$ cat src/rtl/fifo_arb_pkg.sv
// Shared types and helpers for the FIFO write-port arbiter.
package fifo_arb_pkg;

  typedef enum logic [1:0] {
    IDLE  = 2'b01,
    GRANT = 2'b10
  } arb_state_e;

  function automatic int gnt_w(input int n);
    return $clog2(n);
  endfunction

endpackage

$ cat src/rtl/fifo_wr_arbiter_rr_pick.sv
// Combinational round-robin picker: first set request bit scanning upward from start, wrapping at N.
module rr_pick
  import fifo_arb_pkg::*;
#(
  parameter int N  = 4,
  parameter int IW = gnt_w(N)
) (
  input  logic [N-1:0]  req,
  input  logic [IW-1:0] start,
  output logic          any,
  output logic [IW-1:0] idx
);

  logic          found;
  logic [IW-1:0] cand;
  int            j;

  always_comb begin
    any   = |req;
    idx   = '0;
    found = 1'b0;
    cand  = '0;
    j     = 0;
    for (int k = 0; k < N; k++) begin
      // explicit wrap keeps non-power-of-2 N in range
      j = int'(start) + k;
      if (j >= N) j = j - N;
      cand = IW'(j);
      if (!found && req[cand]) begin
        found = 1'b1;
        idx   = cand;
      end
    end
  end

endmodule

$ cat src/rtl/fifo_wr_arbiter.sv
// Round-robin, burst-limited arbiter sharing one FIFO write port among NUM_REQ producers.
// Define FIFO_ARB_STATS_EN to add per-producer saturating beat counters on beat_count.
module fifo_wr_arbiter
  import fifo_arb_pkg::*;
#(
  parameter int  NUM_REQ   = 4,
  parameter int  WIDTH     = 8,
  parameter int  MAX_BURST = 4,
  localparam int IDW       = gnt_w(NUM_REQ),
  localparam int CW        = $clog2(MAX_BURST + 1)
) (
  input  logic                     clk,
  input  logic                     rst,
  input  logic [NUM_REQ-1:0]       req_valid,
  input  logic [NUM_REQ*WIDTH-1:0] req_data,
  output logic [NUM_REQ-1:0]       req_ready,
  input  logic                     fifo_full,
  output logic                     fifo_wr,
  output logic [WIDTH-1:0]         fifo_din,
  output logic                     gnt_valid,
  output logic [IDW-1:0]           gnt_id
`ifdef FIFO_ARB_STATS_EN
  ,
  output logic [NUM_REQ*16-1:0]    beat_count
`endif
);

  arb_state_e     state, state_nxt;
  logic [IDW-1:0] rr_ptr;
  logic [CW-1:0]  beat_cnt;
  logic           pick_any;
  logic [IDW-1:0] pick_idx;
  logic           sel_valid;
  logic [WIDTH-1:0] sel_data;
  logic           beat;

  rr_pick #(.N(NUM_REQ), .IW(IDW)) u_pick (
    .req   (req_valid),
    .start (rr_ptr),
    .any   (pick_any),
    .idx   (pick_idx)
  );

  // data mux is kept separate so req_data never reaches a control output
  always_comb begin
    sel_data = '0;
    for (int i = 0; i < NUM_REQ; i++)
      if (gnt_id == IDW'(i)) sel_data = req_data[i*WIDTH +: WIDTH];
  end

  assign sel_valid = req_valid[gnt_id];

  always_comb begin
    state_nxt = state;
    req_ready = '0;
    fifo_wr   = 1'b0;
    fifo_din  = '0;
    gnt_valid = 1'b0;
    beat      = 1'b0;
    case (state)
      IDLE: begin
        if (pick_any) state_nxt = GRANT;
      end
      GRANT: begin
        gnt_valid         = 1'b1;
        req_ready[gnt_id] = !fifo_full;
        beat              = sel_valid && !fifo_full;
        fifo_wr           = beat;
        if (beat) fifo_din = sel_data;
        if (!sel_valid || (beat && beat_cnt == CW'(MAX_BURST - 1)))
          state_nxt = IDLE;
      end
      default: state_nxt = IDLE;
    endcase
    // nothing leaves the block while reset is held
    if (rst) begin
      req_ready = '0;
      fifo_wr   = 1'b0;
      fifo_din  = '0;
      gnt_valid = 1'b0;
      beat      = 1'b0;
    end
  end

  always_ff @(posedge clk or posedge rst) begin
    if (rst) begin
      state    <= IDLE;
      rr_ptr   <= '0;
      gnt_id   <= '0;
      beat_cnt <= '0;
    end else begin
      state <= state_nxt;
      if (state == IDLE && pick_any) begin
        gnt_id   <= pick_idx;
        rr_ptr   <= (pick_idx == IDW'(NUM_REQ - 1)) ? '0 : pick_idx + IDW'(1);
        beat_cnt <= '0;
      end else if (beat) begin
        beat_cnt <= beat_cnt + CW'(1);
      end
    end
  end

`ifdef FIFO_ARB_STATS_EN
  logic [15:0] cnt_q [NUM_REQ];

  always_ff @(posedge clk or posedge rst) begin
    if (rst) begin
      for (int i = 0; i < NUM_REQ; i++) cnt_q[i] <= '0;
    end else if (beat && cnt_q[gnt_id] != 16'hFFFF) begin
      cnt_q[gnt_id] <= cnt_q[gnt_id] + 16'd1;
    end
  end

  for (genvar g = 0; g < NUM_REQ; g++) begin : g_bc
    assign beat_count[g*16 +: 16] = cnt_q[g];
  end
`endif

endmodule

$ cat config.mk
export PLATFORM = sky130hd
export DESIGN_NAME = fifo_wr_arbiter
export DESIGN_NICKNAME = d
export VERILOG_FILES = /design/src/rtl/fifo_arb_pkg.sv /design/src/rtl/fifo_wr_arbiter_rr_pick.sv /design/src/rtl/fifo_wr_arbiter.sv
export SDC_FILE = /design/constraint.sdc
export NUM_CORES = 1
export LEC_CHECK = 0
export CAP_MARGIN = 10
export CORE_MARGIN = 5
export CORE_UTILIZATION = 32
export CTS_CLUSTER_DIAMETER = 120
export DETAILED_ROUTE_END_ITERATION = 7
export PLACE_DENSITY = 0.76
export SKIP_CTS_REPAIR_TIMING = 1
export SLEW_MARGIN = 20
export SYNTH_ARGS = -nofsm -noshare
export SYNTH_HDL_FRONTEND = slang
export SYNTH_SLANG_ARGS = --single-unit
$ cat constraint.sdc
create_clock -name clk -period 1.8 [get_ports clk]
set_clock_uncertainty 0.2 [all_clocks]
set_input_delay 0.45 -clock clk [delete_from_list [all_inputs] [get_ports clk]]
set_output_delay 0.45 -clock clk [all_outputs]
set_load 0.01 [all_outputs]
==> flow_metrics.py <==
metrics = {
    "run_status": {
        "outcome": "finished with violations",
        "violations": "setup timing",
    },
    "synthesis": {
        "yosysWarnings": 0,
        "syn_area_per_cell_um2": 10.9,
        "yosysTopAreaCell": "dfrtp_1",
        "synth_fp_nets": 119,
        "synth_seq_cells": 9,
        "ys_seq_area_frac": 0.271,
        "syn_inst": 77,
        "ys_types": 33,
        "netlist_area_um2": 836,
        "synthTopCellsByArea": "dfrtp_1, mux4_2, and3_1, ha_1, nand2_1",
        "synth_top_area_share": 0.240,
    },
    "cells_and_area": {
        "nets": 209,
        "fin_cells": 196,
        "synthToLayoutAreaGrowth_pct": 116,
        "final_util": 0.728,
        "layout-drive-gt1-share": 0.530,
        "diodes": 0,
    },
    "die": {
        "core_um2": 2480,
        "io_pins": 55,
        "die_y_um": 61.1,
        "rows": 18,
        "initial_utilization": 0.337,
        "die-area_um2": 3730,
        "die_w_um": 61.1,
    },
    "global_route": {
        "antenna_found_initial": 0,
        "grt_pass1_wl_um": 4130,
        "grt_pass1_vias": 921,
        "track_usage": 0.149,
        "grt_start_max_net_pins": 13,
        "overflow": 0,
    },
    "clock_network": {
        "cts.reportedPaths.clkPinSlew_ns": 0.06,
        "cts-root-buf": "clkbuf_4",
        "cts_max_level": 1,
        "clock-sinks": 9,
        "cts_tree": "done",
        "numCtsBuffers": 3,
        "clock_latency_ns": 0.26,
        "clock_path_buffers": 2,
    },
    "setup_path": {
        "cp-start-kind": "flop",
        "crit_fanout": 4,
        "critPathArrivalTime_ns": 1.76,
        "required_ns": 1.15,
        "reg2reg_depth": 6,
        "cp-end-kind": "primary output",
        "crit_type": "reg -> out",
    },
    "power": {
        "leakage_nw": 0.887,
        "vdd_drop_max_v": 0.000771,
        "power_density_nw_per_um2": 1100,
    },
    "sta": {
        "worst_slack_ns": -0.611,
        "slew_viol_final": 0,
        "relSlewSlack": 0.809,
        "fin_crit_ns": 2.41,
        "rsz0062_at_grt": "yes",
        "hold_viol_final": 0,
        "fmax_mhz": 415,
        "fin_tns_setup_ns": -6.52,
        "finalSetupViolCount": 16,
        "layout_worst_path_cycle_share": 1.34,
        "worst_slew_pin_slew_ns": 0.285,
    },
    "hold_path": {
        "hold_path_class": "in -> async",
    },
    "detailed_routing": {
        "wl_um": 3340,
        "antenna_left": 0,
        "drt-vias-per-instance": 5.08,
        "first_pass_iters": 4,
        "drt_iter0_drc": 23,
        "drc": 0,
        "wl_per_cell_um": 17.0,
        "vias": 995,
    },
    "placement": {
        "numPlacedInstances": 177,
        "routabilityCongestion": 0.771,
        "hpwl_um": 2330,
        "io_buffers": 54,
    },
    "job": {
        "maxCapViolCount": 0,
    },
}
layout by cell type, fill, tap and decap left out, drive strengths merged:
cell type and n:
buf 42, clkdlybuf4s50 32, clkbuf 12, mux4 10, nand2 9, and3 9, dfrtp 8, dlymetal6s2s 7
inv 5, a21oi 3, ha 3, nand3 3, mux2 3, nand3b 2, nor2 2, and2 2
and3b 2, o21ai 2, or4 1, nor2b 1, nand2b 1, a2bb2oi 1, nor4b 1, a221oi 1
o31ai 1, nor3b 1, mux2i 1, dfstp 1
cell families (layout without fill, tap and decap cells):
family / Yosys count / in the layout / synth area share
flops: 9 / 9 / 0.271
simple gates: 34 / 34 / 0.251
buf+inv: 10 / 98 / 0.0569
mux: 13 / 14 / 0.308
compound gates: 8 / 8 / 0.0673
fa+ha+maj: 3 / 3 / 0.0449
per-layer routing:
metal | global-route usage | wire length [um] | share of wire
met2 | 0.254 | 1570 | 0.47
met4 | 0.0279 | 32 | 0.0096
met3 | 0.0524 | 415 | 0.12
met1 | 0.183 | 1330 | 0.40
met5 | 0 | 0 | 0
worst paths after layout:
kind / start / end / slack, ns
worst max-delay path: gnt_id[0]$_DFFE_PP0P_ / fifo_din[0] / -0.61
worst min-delay path: rst / rr_ptr[1]$_DFFE_PP0P_ / 0.06
worst max register to register: gnt_id[0]$_DFFE_PP0P_ / state[1]$_DFFE_PP0P_ / 0.02
worst min register to register: rr_ptr[0]$_DFFE_PP0P_ / rr_ptr[0]$_DFFE_PP0P_ / 0.29
max in group asynchronous: rst / state[0]$_DFFE_PP1P_ / 1.12
min in group clk: rr_ptr[0]$_DFFE_PP0P_ / rr_ptr[0]$_DFFE_PP0P_ / 0.29
registers in the layout (all words and copies together) (netlist names):
| register | cells |
|---|---|
| beat_cnt | 3 |
| state | 2 |
| gnt_id | 2 |
| rr_ptr | 2 |
cells in the mapped netlist, drive strengths merged:
library cell  n
inv           5
clkbuf        2
nand2         9
nand3         3
o21ai         2
a221oi        1
and3b         2
and2          2
a2bb2oi       1
mux2          3
buf           3
ha            3
mux2i         1
nor2          2
dfstp         1
nor2b         1
o31ai         1
a21oi         3
mux4          9
nor3b         1
or4           1
dfrtp         8
nand2b        1
and3          9
nand3b        2
nor4b         1
metrics by stage:
| step | instance area (um2) | power, W | hold slack (ns) | setup slack [ns] |
|---|---|---|---|---|
| after floorplan | 912 | 0.00109 | 0.0822 | -0.195 |
| after global placement | 1590 | 0.00150 | 0.266 | -1.04 |
| after detailed placement | 1590 | 0.00154 | 0.295 | -1.09 |
| after CTS | 1620 | 0.00170 | 0.307 | -1.12 |
| after global routing | 1800 | 0.00212 | 0.0793 | -0.669 |
| final | 1800 | 0.00199 | 0.0610 | -0.611 |
cell type report:
class                           count  area [um2]
Tap cell                           30        37.5
Multi-Input combinational cell     59         669
Clock buffer                        4        26.3
Sequential cell                     9         228
Fill cell                         178         674
Timing Repair Buffer               89         823
Inverter                            5        18.8
critical path: stages, from the launching register on:
cell and delay (ns):
dfrtp_2 0.43, mux4_2 0.56, buf_6 0.15, buf_6 0.11, and3_4 0.14, buf_6 0.11
where the power goes:
group | internal (W) | switching [W] | total [W]
logic | 0.000919 | 0.000543 | 0.00146
clock network | 0.0000853 | 0.0000687 | 0.000154
registers | 0.000291 | 0.0000789 | 0.000370
total | 0.00129 | 0.000691 | 0.00199
No activity file was read; power rests on OpenSTA's default activity.
